--- src/rtl/spiflash_resp_pkg.sv ---
// Shared types and constants for the SPI flash responder.
package spiflash_resp_pkg;

   localparam logic [7:0] CMD_READ      = 8'h03;
   localparam logic [7:0] CMD_FAST_READ = 8'h0B;
   localparam logic [7:0] CMD_JEDEC     = 8'h9F;

   typedef enum logic [2:0] {
      ST_IDLE,
      ST_CMD,
      ST_ADDR,
      ST_DUMMY,
      ST_DATA,
      ST_ID,
      ST_IGNORE
   } state_e;

   typedef enum logic [1:0] {
      TGT_NONE,
      TGT_CUR,
      TGT_NXT
   } tgt_e;

   function automatic logic [31:0] word_addr(
      input logic [31:0] base,
      input logic [21:0] widx
   );
      return base + {8'h00, widx, 2'b00};
   endfunction

endpackage

--- src/rtl/spi_pin_sync.sv ---
// Two-flop synchronisers for the SPI pins plus SCK edge detection.
module spi_pin_sync (
   input  logic clk_i,
   input  logic rst_ni,
   input  logic spi_csb_i,
   input  logic spi_clk_i,
   input  logic spi_mosi_i,
   output logic csb_s,
   output logic clk_rise,
   output logic clk_fall,
   output logic mosi_s
);

   logic [1:0] csb_q, csb_d;
   logic [1:0] sck_q, sck_d;
   logic [1:0] mosi_q, mosi_d;
   logic       sck_prev_q, sck_prev_d;

   always_comb begin
      csb_d      = {csb_q[0], spi_csb_i};
      sck_d      = {sck_q[0], spi_clk_i};
      mosi_d     = {mosi_q[0], spi_mosi_i};
      sck_prev_d = sck_q[1];
   end

   always_ff @(posedge clk_i or negedge rst_ni) begin
      if (!rst_ni) begin
         csb_q      <= 2'b11;
         sck_q      <= 2'b11;
         mosi_q     <= 2'b00;
         sck_prev_q <= 1'b1;
      end else begin
         csb_q      <= csb_d;
         sck_q      <= sck_d;
         mosi_q     <= mosi_d;
         sck_prev_q <= sck_prev_d;
      end
   end

   assign csb_s    = csb_q[1];
   assign mosi_s   = mosi_q[1];
   assign clk_rise = sck_q[1] & ~sck_prev_q;
   assign clk_fall = ~sck_q[1] & sck_prev_q;

endmodule

--- src/rtl/spiflash_responder_wb.sv ---
// SPI NOR-flash read target backed by a Wishbone classic read master.
// Define SPIFLASH_RESP_FAST_READ_EN to accept 0x0B with dummy cycles.
module spiflash_responder_wb
   import spiflash_resp_pkg::*;
#(
   parameter logic [31:0] BASE_ADDR    = 32'h0000_0000,
   parameter logic [23:0] JEDEC_ID     = 24'hEF4018,
   parameter int unsigned DUMMY_CYCLES = 8
) (
   input  logic        wb_clk_i,
   input  logic        wb_rst_ni,
   input  logic        spi_csb_i,
   input  logic        spi_clk_i,
   input  logic        spi_mosi_i,
   output logic        spi_miso_o,
   output logic        spi_miso_oe,
   output logic [31:0] wb_adr_o,
   output logic        wb_cyc_o,
   output logic        wb_stb_o,
   input  logic [31:0] wb_dat_i,
   input  logic        wb_ack_i,
   output logic        underrun_o
);

   logic csb_s, clk_rise, clk_fall, mosi_s;

   spi_pin_sync u_sync (
      .clk_i      (wb_clk_i),
      .rst_ni     (wb_rst_ni),
      .spi_csb_i  (spi_csb_i),
      .spi_clk_i  (spi_clk_i),
      .spi_mosi_i (spi_mosi_i),
      .csb_s      (csb_s),
      .clk_rise   (clk_rise),
      .clk_fall   (clk_fall),
      .mosi_s     (mosi_s)
   );

   state_e      state_q, state_d;
   logic [4:0]  bit_cnt_q, bit_cnt_d;
   logic [7:0]  cmd_q, cmd_d;
   logic [23:0] addr_q, addr_d;
   logic [31:0] cur_w_q, cur_w_d;
   logic [31:0] nxt_w_q, nxt_w_d;
   logic        cur_v_q, cur_v_d;
   logic        nxt_v_q, nxt_v_d;
   logic        cur_req_q, cur_req_d;
   logic        pf_req_q, pf_req_d;
   tgt_e        tgt_q, tgt_d;
   logic        cyc_q, cyc_d;
   logic [31:0] adr_q, adr_d;
   logic        miso_q, miso_d;
   logic        oe_q, oe_d;
   logic        und_q, und_d;
   logic [1:0]  lane;
   logic [7:0]  byte_v;
`ifdef SPIFLASH_RESP_FAST_READ_EN
   logic        fast_q, fast_d;
   logic [7:0]  dum_q, dum_d;
`else
   logic        unused_dummy;
   assign unused_dummy = (DUMMY_CYCLES == 0);
`endif

   assign lane = addr_q[1:0];

   always_comb begin
      state_d   = state_q;
      bit_cnt_d = bit_cnt_q;
      cmd_d     = cmd_q;
      addr_d    = addr_q;
      cur_w_d   = cur_w_q;
      nxt_w_d   = nxt_w_q;
      cur_v_d   = cur_v_q;
      nxt_v_d   = nxt_v_q;
      cur_req_d = cur_req_q;
      pf_req_d  = pf_req_q;
      tgt_d     = tgt_q;
      cyc_d     = cyc_q;
      adr_d     = adr_q;
      miso_d    = miso_q;
      oe_d      = oe_q;
      und_d     = 1'b0;
      byte_v    = 8'h00;
`ifdef SPIFLASH_RESP_FAST_READ_EN
      fast_d    = fast_q;
      dum_d     = dum_q;
`endif

      if (cyc_q && wb_ack_i) begin
         cyc_d = 1'b0;
         tgt_d = TGT_NONE;
         if (tgt_q == TGT_CUR) begin
            cur_w_d = wb_dat_i;
            cur_v_d = 1'b1;
         end else if (tgt_q == TGT_NXT) begin
            nxt_w_d = wb_dat_i;
            nxt_v_d = 1'b1;
         end
      end

      unique case (state_q)
         ST_IDLE: begin
            if (!csb_s) begin
               state_d   = ST_CMD;
               bit_cnt_d = 5'd0;
            end
         end
         ST_CMD: begin
            if (clk_rise) begin
               cmd_d     = {cmd_q[6:0], mosi_s};
               bit_cnt_d = bit_cnt_q + 5'd1;
               if (bit_cnt_q == 5'd7) begin
                  bit_cnt_d = 5'd0;
                  case (cmd_d)
                     CMD_READ: begin
                        state_d = ST_ADDR;
`ifdef SPIFLASH_RESP_FAST_READ_EN
                        fast_d  = 1'b0;
`endif
                     end
`ifdef SPIFLASH_RESP_FAST_READ_EN
                     CMD_FAST_READ: begin
                        state_d = ST_ADDR;
                        fast_d  = 1'b1;
                     end
`endif
                     CMD_JEDEC: begin
                        state_d = ST_ID;
                        oe_d    = 1'b1;
                     end
                     default: state_d = ST_IGNORE;
                  endcase
               end
            end
         end
         ST_ADDR: begin
            if (clk_rise) begin
               addr_d    = {addr_q[22:0], mosi_s};
               bit_cnt_d = bit_cnt_q + 5'd1;
               if (bit_cnt_q == 5'd23) begin
                  bit_cnt_d = 5'd0;
                  cur_v_d   = 1'b0;
                  nxt_v_d   = 1'b0;
                  cur_req_d = 1'b1;
                  pf_req_d  = 1'b0;
                  state_d   = ST_DATA;
                  oe_d      = 1'b1;
`ifdef SPIFLASH_RESP_FAST_READ_EN
                  if (fast_q) begin
                     state_d = ST_DUMMY;
                     oe_d    = 1'b0;
                     dum_d   = 8'd0;
                  end
`endif
               end
            end
         end
`ifdef SPIFLASH_RESP_FAST_READ_EN
         ST_DUMMY: begin
            if (clk_rise) begin
               dum_d = dum_q + 8'd1;
               if (dum_q == 8'(DUMMY_CYCLES - 1)) begin
                  state_d = ST_DATA;
                  oe_d    = 1'b1;
               end
            end
         end
`endif
         ST_DATA: begin
            if (clk_fall) begin
               byte_v = cur_w_d[{lane, 3'b000} +: 8];
               if (cur_v_d) begin
                  miso_d = byte_v[3'd7 - bit_cnt_q[2:0]];
               end else begin
                  miso_d = 1'b1;
                  und_d  = 1'b1;
               end
               if (lane == 2'd3 && bit_cnt_q[2:0] == 3'd0 &&
                   !nxt_v_d && tgt_d != TGT_NXT) begin
                  pf_req_d = 1'b1;
               end
               if (bit_cnt_q[2:0] == 3'd7) begin
                  bit_cnt_d = 5'd0;
                  addr_d    = addr_q + 24'd1;
                  // Word boundary: promote next, retarget its fetch.
                  if (lane == 2'd3) begin
                     cur_w_d = nxt_w_d;
                     cur_v_d = nxt_v_d;
                     nxt_v_d = 1'b0;
                     if (tgt_d == TGT_NXT) begin
                        tgt_d = TGT_CUR;
                     end else if (tgt_d == TGT_CUR) begin
                        tgt_d = TGT_NONE;
                     end
                     if (pf_req_d) begin
                        pf_req_d  = 1'b0;
                        cur_req_d = 1'b1;
                     end
                  end
               end else begin
                  bit_cnt_d = bit_cnt_q + 5'd1;
               end
            end
         end
         ST_ID: begin
            if (clk_fall) begin
               miso_d = 1'b1;
               if (bit_cnt_q < 5'd24) begin
                  miso_d    = JEDEC_ID[5'd23 - bit_cnt_q];
                  bit_cnt_d = bit_cnt_q + 5'd1;
               end
            end
         end
         ST_IGNORE: begin
         end
         default: state_d = ST_IDLE;
      endcase

      if (csb_s) begin
         state_d   = ST_IDLE;
         bit_cnt_d = 5'd0;
         oe_d      = 1'b0;
         miso_d    = 1'b1;
         cur_v_d   = 1'b0;
         nxt_v_d   = 1'b0;
         cur_req_d = 1'b0;
         pf_req_d  = 1'b0;
         tgt_d     = TGT_NONE;
         und_d     = 1'b0;
      end

      if (!cyc_q) begin
         if (cur_req_d) begin
            cyc_d     = 1'b1;
            adr_d     = word_addr(BASE_ADDR, addr_d[23:2]);
            tgt_d     = TGT_CUR;
            cur_req_d = 1'b0;
         end else if (pf_req_d) begin
            cyc_d    = 1'b1;
            adr_d    = word_addr(BASE_ADDR, addr_d[23:2] + 22'd1);
            tgt_d    = TGT_NXT;
            pf_req_d = 1'b0;
         end
      end
   end

   always_ff @(posedge wb_clk_i or negedge wb_rst_ni) begin
      if (!wb_rst_ni) begin
         state_q   <= ST_IDLE;
         bit_cnt_q <= 5'd0;
         cmd_q     <= 8'h00;
         addr_q    <= 24'h0;
         cur_w_q   <= 32'h0;
         nxt_w_q   <= 32'h0;
         cur_v_q   <= 1'b0;
         nxt_v_q   <= 1'b0;
         cur_req_q <= 1'b0;
         pf_req_q  <= 1'b0;
         tgt_q     <= TGT_NONE;
         cyc_q     <= 1'b0;
         adr_q     <= 32'h0;
         miso_q    <= 1'b1;
         oe_q      <= 1'b0;
         und_q     <= 1'b0;
`ifdef SPIFLASH_RESP_FAST_READ_EN
         fast_q    <= 1'b0;
         dum_q     <= 8'd0;
`endif
      end else begin
         state_q   <= state_d;
         bit_cnt_q <= bit_cnt_d;
         cmd_q     <= cmd_d;
         addr_q    <= addr_d;
         cur_w_q   <= cur_w_d;
         nxt_w_q   <= nxt_w_d;
         cur_v_q   <= cur_v_d;
         nxt_v_q   <= nxt_v_d;
         cur_req_q <= cur_req_d;
         pf_req_q  <= pf_req_d;
         tgt_q     <= tgt_d;
         cyc_q     <= cyc_d;
         adr_q     <= adr_d;
         miso_q    <= miso_d;
         oe_q      <= oe_d;
         und_q     <= und_d;
`ifdef SPIFLASH_RESP_FAST_READ_EN
         fast_q    <= fast_d;
         dum_q     <= dum_d;
`endif
      end
   end

   assign spi_miso_o  = miso_q;
   assign spi_miso_oe = oe_q;
   assign wb_adr_o    = adr_q;
   assign wb_cyc_o    = cyc_q;
   assign wb_stb_o    = cyc_q;
   assign underrun_o  = und_q;

endmodule
--- config.mk ---
export PLATFORM = sky130hd
export DESIGN_NAME = spiflash_responder_wb
export DESIGN_NICKNAME = d
export VERILOG_FILES = /design/src/rtl/spiflash_resp_pkg.sv /design/src/rtl/spi_pin_sync.sv /design/src/rtl/spiflash_responder_wb.sv
export SDC_FILE = /design/constraint.sdc
export NUM_CORES = 1
export LEC_CHECK = 0
export BUFFER_PORTS_ARGS = -buffer_cell sky130_fd_sc_hd__buf_2
export CAP_MARGIN = 20
export CELL_PAD_IN_SITES_DETAIL_PLACEMENT = 0
export CELL_PAD_IN_SITES_GLOBAL_PLACEMENT = 1
export CORE_ASPECT_RATIO = 1.75
export CORE_UTILIZATION = 45
export DETAILED_ROUTE_END_ITERATION = 16
export PLACE_DENSITY = 0.86
export RECOVER_POWER = 50
export SYNTH_ARGS = -nofsm -noshare
export SYNTH_HDL_FRONTEND = slang
export SYNTH_HIERARCHICAL = 1
export SYNTH_SLANG_ARGS = --single-unit
--- constraint.sdc ---
create_clock -name wb_clk_i -period 4.06 [get_ports wb_clk_i]
set_input_delay 0.406 -clock wb_clk_i [delete_from_list [all_inputs] [get_ports wb_clk_i]]
set_output_delay 0.406 -clock wb_clk_i [all_outputs]
set_load 0.1 [all_outputs]
==> results.toml <==
[setup_path]
cp-end-kind = "flip-flop"
worstRegToRegCells = 10
cp-endpoint = "wb_adr_o[22]"
path_class = "flip-flop to flip-flop"
worst-path-stages = 10
cp.arrival_ns = 4.01
worstReg2RegStart = "bit_cnt_q[1]"
critPathLaunch = "bit_cnt_q[1]"
cp_max_fo = 10
cp.required_ns = 4.37
r2r_end = "wb_adr_o[22]"
startpoint_type = "flip-flop"
cpPeakStageDelay_ns = 0.53
path_cells = "ha_1 > ha_1 > nand4_4 > nor3_4 > nor4b_1 > nor3_1 > nor3_2 > nand4_4 > o31a_1 > o31a_1"
path_delay_family = "simple AND/OR/NAND/NOR gates"
cp_slowest_cell = "dfrtp_1"
r2r_slack_ns = 0.36
crit_buf_inv = 0

[synth]
synthArstFlopShare_pct = 100
synthCells = 773
synth_top_cell_by_area = "dfrtp_1"
synth_seq_area_share_pct = 45.6
netlist_top_cells_area = "dfrtp_1, mux2_2, mux2i_1"
syn_area_per_cell_um2 = 10.1
synth.top_cell.area_share_pct = 43.6
synthTopCellsByCount = "dfrtp_1, nor2_1, nand2_1"
ys_warn_count = 6
synthFlopType = "dfrtp_1"
synth.most_common_cell = "dfrtp_1"
syn_area_um2 = 7810
synth_edf_count = 0
ys_ff_latch = 142
post_synth_num_cell_types = 92

[route]
dr.pass1.iters = 5
drcViolationCount = 0
wl_um = 18600
viasPerCell = 5.68
wl_per_cell_um = 17.4
route.antenna.remaining_nets = 0
vias = 6078
drtIter0Drc = 262

[grt]
busiest_layer = "met2"
grt-ovfl-total = 0
grt_pass1_wl_um = 30900
first_global_vias = 6230
met1_usage_pct = 23.5
grt_max_degree = 94
met3_usage_pct = 4.00
antenna_found_initial = 0
use_met2_pct = 41.6
grtUsageTotal_pct = 22.4

[timing]
finalSetupViolCount = 0
rsz0062_at_grt = "no"
hold_slack_ns = 0.0818
slew_headroom_pct = -53.6
fin_crit_sh_pct = 91.2
tightestPinTransition_ns = 2.30
hold_viol_final = 0
fin_worst_skew_ns = 0.00801
finalMaxSlewViolations = 94
tns_ns = 0
finalCriticalPeriod_ns = 3.70
max_freq_ghz = 0.270

[clocking]
clock-root-buffer = "clkbuf_16"
path_clk_slew_ns = 0.07
clkSinkCount = 142
cts-resized-gates = 0
cts_max_path_buffers = 2
cts_tree = "done"
cts_htree_levels = 4
clock_latency_ns = 0.42
cts_post_setup_buffers_inserted = 0
ctsHoldBuffers = 0
cts_buffers = 17

[die]
row_count = 63
initial_core_util_pct = 46.1
die_x_um = 102
ios = 75
die_y_um = 176
core-area_um2 = 16900
die-area_um2 = 17900

[placement]
place_area_um2 = 8310
portBuffers = 64
globalplace.congestion = 0.868
dp_hpwl_um = 13200

[hold_path]
min_path_type = "primary input to flip-flop"

[status]
violations = "max-capacitance violations, max-slew violations"
status = "complete, but fails checks"

[finish]
fin_nets = 878
multiInputGateArea_um2 = 3880
areaGrowthSynthToFinish_pct = 14.4
antenna_cells = 0
n_fill_cell = 1564
seqCellArea_um2 = 3560
finalInstanceArea_um2 = 8940
layout-drive-gt1-share_pct = 23.6

[flow_run]
maxCapViolCount = 1

[power_and_ir_drop]
p_total_mw = 4.01
swShare_pct = 31.2
powerDensity_nw_per_um2 = 448
ir_worst_vdd_mv = 0.269
p_comb_share_pct = 19.0
seqPwrFrac_pct = 39.4
leakagePower_nw = 4.01
power.internal_mw = 2.76
switchingPower_mw = 1.25
clkPwrFrac_pct = 41.6
## power groups by stage
stage | Clock (mW) | Combinational, mW | Sequential, mW
floorplan | 0 | 0.557 | 1.59
global placement | 0 | 0.750 | 1.60
detailed placement | 0 | 0.756 | 1.60
CTS | 1.69 | 0.760 | 1.57
global route | 1.75 | 0.832 | 1.59
finish | 1.67 | 0.760 | 1.58
## sequential cells by signal, summed over array words and instances (netlist names), 2 cells and up
| register | count |
|---|---|
| addr_q | 24 |
| bit_cnt_q | 5 |
| cmd_q | 7 |
| cur_w_q | 32 |
| nxt_w_q | 32 |
| state_q | 3 |
| tgt_q | 2 |
| u_sync/csb_q | 2 |
| u_sync/mosi_q | 2 |
| u_sync/sck_q | 2 |
| wb_adr_o | 22 |
## final cells by class
class | instances | area share [%]
clock buffer | 17 | 4.76
clock inverter | 15 | 2.21
inverter | 24 | 1.01
multi-input combinational | 560 | 43.4
sequential | 142 | 39.8
tap | 227 | 3.18
timing repair buffer | 86 | 5.64
## layout by cell type (no fill, tap or decap), types with 6 or more instances in the layout
| cell type | n |
|---|---|
| o21ai_0 | 31 |
| a21oi_1 | 57 |
| mux2_2 | 39 |
| o21a_1 | 6 |
| o21ai_1 | 9 |
| nand3_1 | 33 |
| nor3_1 | 13 |
| mux2i_1 | 38 |
| clkbuf_1 | 7 |
| a31oi_1 | 8 |
| inv_1 | 23 |
| nor4_1 | 7 |
| nor2_1 | 65 |
| dfrtp_1 | 136 |
| inv_6 | 6 |
| conb_1 | 10 |
| xor2_1 | 8 |
| xnor2_1 | 10 |
| clkbuf_16 | 17 |
| buf_2 | 58 |
| buf_4 | 18 |
| ha_1 | 9 |
| nor2b_1 | 6 |
| mux4_2 | 6 |
| nand4_1 | 16 |
| nand2_1 | 62 |
## worst min-delay path by stage
stage                      from                to  slack (ns)  cells past startpoint
6_report              spi_csb_i   u_sync/csb_q[0]        0.08                      1
5_1_grt               spi_csb_i   u_sync/csb_q[0]        0.06                      1
4_1_cts               spi_csb_i   u_sync/csb_q[0]        0.07                      1
3_5_place_dp   u_sync/mosi_q[0]  u_sync/mosi_q[1]        0.34                      0
3_3_place_gp   u_sync/mosi_q[0]  u_sync/mosi_q[1]        0.33                      0
2_1_floorplan         wb_rst_ni         addr_q[0]        0.11                      0
## metrics by stage
stage	setup WS (ns)	cells	utilization (%)
2_1_floorplan	0.780	782	-
3_5_place_dp	0.430	1038	49.0
5_1_grt	0.132	1071	52.7
3_3_place_gp	0.511	1038	49.0
6_report	0.356	1071	52.7
4_1_cts	0.389	1070	52.7
## per-layer routing
layer	part of all wire, %	vias up
li1	-	2918
met1	37	2953
met2	56	150
met3	3.2	57
met4	3.9	0
met5	0	-
## kinds of logic after synthesis
group                    count (synthesis)  synth area share [%]
flip-flops                             142                  45.6
adder cells (fa/ha/maj)                  9                  1.44
AO/OA/AOI/OAI                          176                  14.9
multiplexers                            83                  12.2
other                                    1                0.0480
XOR/XNOR                                18                  2.02
buffers and inverters                   80                  5.24
AND/OR/NAND/NOR                        264                  18.5
Power figures use the tool's default switching activity.
